### src/rtl/if_fetch_ctrl.sv
// Instruction fetch controller: owns the PC, drives the ROM and
// buffers fetched words in a small prefetch queue towards ID.
module if_fetch_ctrl #(
  parameter logic [31:0] RESET_PC = 32'h0000_0000,
  parameter int          QDEPTH   = 2
) (
  input  logic        clk,
  input  logic        rst,
  input  logic        flush_i,
  input  logic [31:0] new_pc_i,
  input  logic        halt_i,
  output logic        rom_ce_o,
  output logic [31:0] rom_addr_o,
  input  logic [31:0] rom_inst_i,
  output logic        id_valid_o,
  input  logic        id_ready_i,
  output logic [31:0] id_pc_o,
  output logic [31:0] id_inst_o
);

  localparam int AW = $clog2(QDEPTH);
  localparam int CW = AW + 1;
  localparam logic [CW-1:0] QFULL = CW'(QDEPTH);

  typedef enum logic [1:0] {
    S_BOOT,
    S_RUN,
    S_HALT
  } state_t;

  state_t state;
  state_t state_nx;

  logic [31:0]   pc;
  logic [31:0]   q_pc   [QDEPTH];
  logic [31:0]   q_inst [QDEPTH];
  logic [AW-1:0] head;
  logic [AW-1:0] tail;
  logic [CW-1:0] count;

  logic pop;
  logic push_ok;
  logic unused_lsb;

  assign unused_lsb = ^new_pc_i[1:0];

  always_comb begin
    state_nx = state;
    unique case (state)
      S_BOOT:  state_nx = S_RUN;
      S_RUN:   if (halt_i) state_nx = S_HALT;
      S_HALT:  if (!halt_i) state_nx = S_RUN;
      default: state_nx = S_BOOT;
    endcase
  end

  // Outputs are gated by rst so nothing handshakes during reset.
  always_comb begin
    id_valid_o = rst & (count != '0);
    id_pc_o    = '0;
    id_inst_o  = '0;
    if (id_valid_o) begin
      id_pc_o   = q_pc[head];
      id_inst_o = q_inst[head];
    end
    pop        = id_valid_o & id_ready_i;
    push_ok    = (count < QFULL) | pop;
    rom_ce_o   = rst & (state == S_RUN) & ~halt_i
               & ~flush_i & push_ok;
    rom_addr_o = pc;
  end

  always_ff @(posedge clk) begin
    if (!rst) begin
      state <= S_BOOT;
      pc    <= {RESET_PC[31:2], 2'b00};
      head  <= '0;
      tail  <= '0;
      count <= '0;
    end else begin
      state <= state_nx;
      if (flush_i) begin
        pc    <= {new_pc_i[31:2], 2'b00};
        head  <= '0;
        tail  <= '0;
        count <= '0;
      end else begin
        if (rom_ce_o) begin
          pc   <= pc + 32'd4;
          tail <= tail + 1'b1;
        end
        if (pop) head <= head + 1'b1;
        count <= count + CW'(rom_ce_o) - CW'(pop);
      end
    end
  end

  // Storage needs no reset; validity is tracked by count.
  always_ff @(posedge clk) begin
    if (rom_ce_o) begin
      q_pc[tail]   <= pc;
      q_inst[tail] <= rom_inst_i;
    end
  end

endmodule

### config.mk
export PLATFORM = sky130hd
export DESIGN_NAME = if_fetch_ctrl
export DESIGN_NICKNAME = d
export VERILOG_FILES = /design/src/rtl/if_fetch_ctrl.sv
export SDC_FILE = /design/constraint.sdc
export NUM_CORES = 1
export LEC_CHECK = 0
export BUFFER_PORTS_ARGS = -buffer_cell sky130_fd_sc_hd__buf_2
export CAP_MARGIN = 30
export CORE_ASPECT_RATIO = 0.5
export CORE_MARGIN = 4
export CORE_UTILIZATION = 53
export CTS_CLUSTER_DIAMETER = 60
export CTS_CLUSTER_SIZE = 24
export DETAILED_ROUTE_END_ITERATION = 6
export GPL_TIMING_DRIVEN = 0
export PLACE_DENSITY = 0.79
export SETUP_SLACK_MARGIN = 0.5
export SKIP_LAST_GASP = 1
export SYNTH_ARGS = -nofsm -noshare
export SYNTH_HDL_FRONTEND = slang
export SYNTH_SLANG_ARGS = --single-unit
### constraint.sdc
create_clock -name clk -period 7.16 [get_ports clk]
set_clock_uncertainty 0.15 [all_clocks]
set_input_delay 1.432 -clock clk [delete_from_list [all_inputs] [get_ports clk]]
set_output_delay 1.432 -clock clk [all_outputs]
set_load 0.01 [all_outputs]
Yosys cells after proc, flatten, opt, wreduce, memory -nomap -nowiden:

Memories as Yosys holds them, arrays and structs flattened. A register that Yosys moved wholly into a read port is not among the register bits.
Cells that the tools add are included.

* bitwise gates (word level): 10
* eq/ne operators: 4
* muxes and demuxes: 13
* add/sub/neg operators: 5
* magnitude comparators: 1
* reductions and logical operators: 5

Operator list (number)
* $mux 32: 4
* $add 32x3->32 const B: 1
* $and 1x1->1: 6
* $mux 1: 6
* $pmux 2 s3: 1
* $mux 2: 2
* $ne 2x2->1 const B: 2
* $reduce_bool 2->1: 2
* $not 1->1: 3
* $add 1x1->1 const B: 2
* $add 2x1->2: 1
* $eq 2x1->1 const B: 1
* $eq 2x2->1 const B: 1
* $logic_not 2->1: 1
* $lt 2x2->1 const B: 1
* $reduce_and 2->1: 1
* $reduce_or 2->1: 1
* $sub 2x1->2: 1
* $or 1x1->1: 1

* output and inout bits: 98
* word-level logic and storage cells: 46
* input port bits: 69
* memories: 2
* register bits after elaboration: 38
* RAM bits: 128

Memories
* q_inst: depth 2, bits a word 32, read ports 1, clocked after Yosys merged registers in 1, write ports 1, RTL line 36 `logic [31:0] q_inst [QDEPTH];`
* q_pc: depth 2, bits a word 32, read ports 1, clocked after Yosys merged registers in 1, write ports 1, RTL line 35 `logic [31:0] q_pc [QDEPTH];`

Longest topological paths before layout:

Gate-level depths: netlist of the first run.

* depth after elaboration: 7
* depth in mapped cells: 7
* depth with buffers taken out: 7

Least setup slack after synthesis of the first run:

OpenSTA, ideal clock, no wires.

* path kind: input-to-reg
* start: input halt_i
* end: memory q_inst[0][0] (enable)
* setup time: 0.483 ns
* stages on the path: 5
* data arrival time: 5.062 ns
* required time: 6.527 ns
* slack: 1.465 ns
* path buffers: 2
* path through: or3b_1 -> buf_2 -> or3_4 -> buf_6 -> nor2_1

* cells in the longest elaborated chain, start to end: 6

RTL lines
* start: declaration: RTL line 11 `input logic halt_i,`
* $not 1->1: RTL line 68 `rom_ce_o = rst & (state == S_RUN) & ~halt_i`
* $and 1x1->1: RTL line 68
* $and 1x1->1 (2 in a row): RTL line 69 `& ~flush_i & push_ok;`
* $mux 1: RTL line 100 `if (rom_ce_o) begin`
* $mux 1 (implied by the code): RTL line 102 `q_inst[tail] <= rom_inst_i;`
* end: declaration: RTL line 36

No other way between the ends.

Worst setup path after layout of the first run:

* start: input halt_i
* end: output rom_ce_o

* cells in the longest elaborated chain, start to end: 4

RTL lines
* $not 1->1: RTL line 68
* $and 1x1->1: RTL line 68
* $and 1x1->1 (2 in a row): RTL line 69
* end: declaration: RTL line 12 `output logic rom_ce_o,`

No other way between the ends.

==> results of run 1 <==
==> worst max-delay path, stage by stage <==
cell    delay [ns]
buf_2         0.12
or3b_1        0.34
buf_2         0.19
or3_4         0.42
buf_6         0.16
inv_1         0.19
buf_2         0.18
==> through the flow <==
| stage | hold WS, ns | util (%) | instances | total power, uW |
|---|---|---|---|---|
| after floorplan | 0.331 | - | 547 | 1130 |
| after global placement | 0.349 | 62.3 | 877 | 1190 |
| after detailed placement | 0.372 | 62.8 | 880 | 1190 |
| after CTS | 0.388 | 67.5 | 912 | 2100 |
| after global routing | 0.410 | 67.5 | 912 | 2160 |
| final | 0.386 | 67.5 | 912 | 2090 |
==> layout make-up <==
cell class | count | area, um^2
sequential | 161 | 4460
fill | 973 | 4120
multi-input combinational | 344 | 2230
timing repair buffer | 163 | 856
clock buffer | 17 | 425
tap | 170 | 213
clock inverter | 15 | 173
buffer | 34 | 151
inverter | 8 | 30.0
==> cell families (layout without fill, tap and decap cells) <==
kind of cell | after synthesis | count (layout)
xor+xnor | 12 | 12
mux | 62 | 62
compound gates | 79 | 79
buf+inv | 42 | 237
simple gates | 184 | 184
fa+ha+maj | 3 | 3
flops | 161 | 161
other cells | 1 | 4
==> cell usage in the layout (no fill, tap or decap), types with 3 or more instances in the layout <==
cell type,synthesis,routed
inv_1,8,8
mux2i_1,62,62
conb_1,1,4
dfxtp_1,37,37
clkbuf_16,0,17
nand4_1,7,7
or3_1,5,5
nand3_1,11,11
xor2_1,3,3
o21ai_0,32,32
a21oi_1,7,7
inv_6,0,5
buf_1,5,5
clkbuf_1,23,23
clkinv_4,0,3
nor4_1,7,7
a221o_1,5,5
nand2_1,18,18
or4_1,6,6
o311a_1,3,3
a311oi_1,10,10
xnor2_1,9,9
and3_1,9,9
buf_2,1,161
buf_4,4,5
nor2b_1,8,8
and4_1,7,7
a211oi_1,7,7
nor3_1,13,13
a31oi_1,4,4
nor2_1,82,81
edfxtp_1,124,124
==> power groups by stage <==
stage	Sequential [uW]	Combinational (uW)	Clock (uW)
floorplan	1070	56.1	0
global placement	1070	113	0
detailed placement	1080	118	0
CTS	1050	119	922
global route	1060	130	968
finish	1060	119	912
==> worst max-delay path by stage <==
stage / end / slack [ns] / from / cells after the start
4_1_cts: rom_ce_o / 2.58 / halt_i / 7
3_3_place_gp: q_inst[0][11]$_DFFE_PP_ / -0.15 / halt_i / 6
2_1_floorplan: q_inst[0][0]$_DFFE_PP_ / 1.46 / halt_i / 5
6_report: rom_ce_o / 2.56 / halt_i / 7
5_1_grt: rom_ce_o / 2.50 / halt_i / 7
3_5_place_dp: rom_ce_o / 2.59 / halt_i / 7
==> layer usage <==
layer,wire length [um],global-route usage [%]
met1,6790,29.6
met2,7760,36.0
met3,1540,4.64
met4,301,7.58
met5,0,0
==> state kept, by name, indices dropped and copies added (netlist names), named ones only <==
register    flops
head            1
rom_addr_o     30
tail            1
state           2
count           2
q_inst         64
q_pc           60
==> results_dict.tcl, run 1 <==
set metrics [dict create \
    status "finished, final reports clean" \
    core_um2 12700 \
    vias 5079 \
    r2r_cells 6 \
    async_flop_share_pct 0 \
    start_util_pct 54.2 \
    synth_xor_area_share_pct 1.53 \
    reg2reg_from "state[0]$_SDFFE_PN0P_" \
    crit_path_end_kind "output port" \
    reg2reg_to "q_pc[1][15]$_DFFE_PP_" \
    rsz0062_at_grt "false" \
    p_comb_share_pct 5.7 \
    port_buffers 160 \
    via_per_inst 5.57 \
    grt_start_max_net_pins 63 \
    finalCritPeriodShare_pct 64.2 \
    synth_most_common_cell "edfxtp_1" \
    setup_tns_ns 0 \
    yosys.area.top_type_share_pct 54.3 \
    drc_errors 0 \
    drive_gt1_share_pct 27.9 \
    power_frac_seq_pct 50.6 \
    placed_area_um2 7950 \
    period_minus_slack_ns 4.60 \
    clk_pin_slew_ns 0.07 \
    power_density_nw_per_um2 244 \
    synthCells 544 \
    io_pins 167 \
    fin_area_um2 8550 \
    cts_tree "built" \
    maxCapViolations 0 \
    wirelength_um 16400 \
    dr.pass1.iters 5 \
    grt_pass1_wl_um 25200 \
    place_hpwl_um 11500 \
    p_leak_uw 0.00318 \
    dieHeight_um 88.4 \
    synth_edf_count 124 \
    synth_flop_cell "edfxtp_1" \
    yosysWarnings 0 \
    ctsLongestPathBuffers 2 \
    post-place-ws_ns 2.59 \
    core.rowCount 29 \
    synth_top_family_by_area "simple AND/OR/NAND/NOR gates" \
    synth-seq-area-share_pct 65.1 \
    min_path_cells 2 \
    ir_worst_vdd_mv 0.134 \
    crit_path_start_kind "input port" \
    yosysTopAreaCell "edfxtp_1" \
    area_growth_pct 24.6 \
    ys_ff_latch 161 \
    synthMuxAreaShare_pct 9.05 \
    arrival_ns 3.02 \
    yosysUniqueCellTypes 48 \
    setup_violations 0 \
    syn-cell-area_um2 6860 \
    worstPathRequired_ns 5.58 \
    cts_buffers 17 \
    critPathKind "input port to output port" \
    ctsHtreeMaxLevel 4 \
    fmax_ghz 0.217 \
    track_usage_pct 21.9 \
    synthAdderAreaFrac_pct 0.511 \
    worst_pin_slew_ns 0.874 \
    post_drt_wl_per_cell_um 18.0 \
    sw_frac_of_total_pct 23.2 \
    finalHoldViolations 0 \
    min_from "head$_SDFFE_PP0P_" \
    die-area_um2 14900 \
    synth.avg_cell_area_um2 12.6 \
    synth_common_cells "edfxtp_1 (124), nor2_1 (82), mux2i_1 (62), dfxtp_1 (37), o21ai_0 (32)" \
    whs_endpoint "head$_SDFFE_PP0P_" \
    yosys.area_share.simple_pct 13.4 \
    p_int_uw 1600 \
    first_global_vias 4785 \
    diodes 0 \
    nNetsFinal 800 \
    clkPwrFrac_pct 43.7 \
    grt_overflow_total 0 \
    routabilityCongestion 0.930 \
    cts_resized 0 \
    slew_viol_final 0 \
    antenna_found_initial 0 \
    cts-root-buf "clkbuf_16" \
    numClockSinks 161 \
    synth-compound-area-share_pct 7.70 \
    p_switching_uw 484 \
    die_w_um 169 \
    layout_setup_ws_ns 2.56 \
    post-cts-setup-buffers 0 \
    rrSetupSlack_ns 4.16 \
    hold_class "flip-flop to flip-flop" \
    critPathMaxFanout 10 \
    synthTopCellsByArea "edfxtp_1 (54%), dfxtp_1 (11%), mux2i_1 (9.0%)" \
    hold_buffers 0 \
    drt-initial-drc-count 643 \
    worstSkewPairLatency_ns 0.42 \
    slew_headroom_pct 41.7 \
    ant_nets 0 \
]
Note: power is estimated with default switching activity, not from simulation.
==> run 2: changes to the inputs <==
==> constraint.sdc (replaced) <==
create_clock -name clk -period 4.3 [get_ports clk]
set_clock_uncertainty 0.15 [all_clocks]
set_input_delay 0.86 -clock clk [delete_from_list [all_inputs] [get_ports clk]]
set_output_delay 0.86 -clock clk [all_outputs]
set_load 0.01 [all_outputs]
==> results_dict.tcl, run 2 (synthesis gave the netlist of run 1 again) <==
set metrics [dict create \
    power_frac_seq_pct 50.2 \
    diodes 0 \
    drt-initial-drc-count 451 \
    layout_setup_ws_ns 0.802 \
    clkPwrFrac_pct 44.2 \
    min_from "head$_SDFFE_PP0P_" \
    place_hpwl_um 11500 \
    dpl.cell_count 880 \
    layout_common_cells "buf_2 (161), edfxtp_1 (124), nor2_1 (81), mux2i_1 (62), dfxtp_1 (37)" \
    grt_pass1_wl_um 25200 \
    drc_errors 0 \
    ant_nets 0 \
    worst_pin_slew_ns 0.895 \
    p_comb_share_pct 5.6 \
    setup_violations 0 \
    dieHeight_um 88.4 \
    maxCapViolations 0 \
    start_util_pct 54.2 \
    arrival_ns 2.49 \
    grt_overflow_total 0 \
    routabilityCongestion 0.894 \
    worstSkewPairLatency_ns 0.42 \
    status "finished, final reports clean" \
    post_drt_wl_per_cell_um 18.2 \
    cts_tree "built" \
    track_usage_pct 21.9 \
    reg2reg_from "state[0]$_SDFFE_PN0P_" \
    slew_viol_final 0 \
    post-place-ws_ns 0.669 \
    cts_buffers 17 \
    wirelength_um 16600 \
    p_int_uw 2770 \
    critPathKind "input port to output port" \
    cts-root-buf "clkbuf_16" \
    clk_pin_slew_ns 0.06 \
    mostFrequentLayoutCell "buf_2" \
    largest_reg_flops 64 \
    drive_gt1_share_pct 27.1 \
    ctsHtreeMaxLevel 4 \
    crit_path_end_kind "output port" \
    worstPathRequired_ns 3.29 \
    nNetsFinal 800 \
    antenna_found_initial 0 \
    io_pins 167 \
    dr.pass1.iters 5 \
    sw_frac_of_total_pct 21.0 \
    fmax_ghz 0.286 \
    hold_class "flip-flop to flip-flop" \
    setup_tns_ns 0 \
    area_growth_pct 24.6 \
    numClockSinks 161 \
    ctsLongestPathBuffers 2 \
    finalHoldViolations 0 \
    hold-worst-slack_ns 0.378 \
    p_switching_uw 737 \
    final_cells 912 \
    via_per_inst 5.65 \
    critPathMaxFanout 10 \
    core.rowCount 29 \
    cts_resized 0 \
    power_density_nw_per_um2 410 \
    die-area_um2 14900 \
    finalCritPeriodShare_pct 81.3 \
    ir_worst_vdd_mv 0.254 \
    p_leak_uw 0.00318 \
    grt_start_max_net_pins 63 \
    core_um2 12700 \
    post-cts-setup-buffers 0 \
    slew_headroom_pct 39.8 \
    first_global_vias 4958 \
    vias 5150 \
    crit_start "halt_i" \
    period_minus_slack_ns 3.50 \
    die_w_um 169 \
    rsz0062_at_grt "false" \
    crit_path_start_kind "input port" \
    regMostFlops "q_inst" \
    port_buffers 160 \
    hold_buffers 0 \
]
run 2: per-stage QoR:
stage	util, %	total power [uW]	instance area [um^2]
after global placement	62.3	1980	7890
after detailed placement	62.7	1990	7940
after global routing	67.5	3610	8550
after floorplan	-	1880	6880
final	67.5	3500	8550
after CTS	67.5	3520	8550
run 2: final cells by class:
cell class	instances	area, um^2
fillers	952	4120
multi-input cells	344	2230
plain buffers	34	151
repair buffers	163	848
inverters	8	30.0
well taps	170	213
flip-flops and latches	161	4460
clock inverters	10	160
clock buffers	22	444
run 2: critical path: stages:
cell and delay, ns:
buf_2 0.12, or3b_1 0.34, buf_2 0.18, or3_4 0.41
buf_6 0.16, inv_1 0.22, buf_2 0.19
run 2: power by group through the flow:
stage                     Sequential [uW]  Combinational (uW)  Clock, uW
after global routing                 1760                 216       1630
final                                1760                 197       1550
after CTS                            1760                 197       1570
after detailed placement             1790                 196          0
after floorplan                      1780                93.7          0
after global placement               1790                 188          0
run 2: worst paths after layout:
| kind | endpoint | slack, ns | cells past startpoint |
|---|---|---|---|
| worst max-delay path | rom_ce_o | 0.80 | 7 |
| worst min register to register | head$_SDFFE_PP0P_ | 0.38 | 2 |
| worst max register to register | q_inst[1][1]$_DFFE_PP_ | 1.24 | 6 |
| worst min-delay path | head$_SDFFE_PP0P_ | 0.38 | 2 |
run 2: per-layer routing:
metal | GRT usage, % | part of all wire, % | vias up
met3 | 4.91 | 8.9 | 27
met4 | 7.66 | 1.4 | 0
met1 | 28.1 | 41 | 2457
met5 | 0 | 0 | -
li1 | - | - | 2414
met2 | 37.6 | 49 | 252
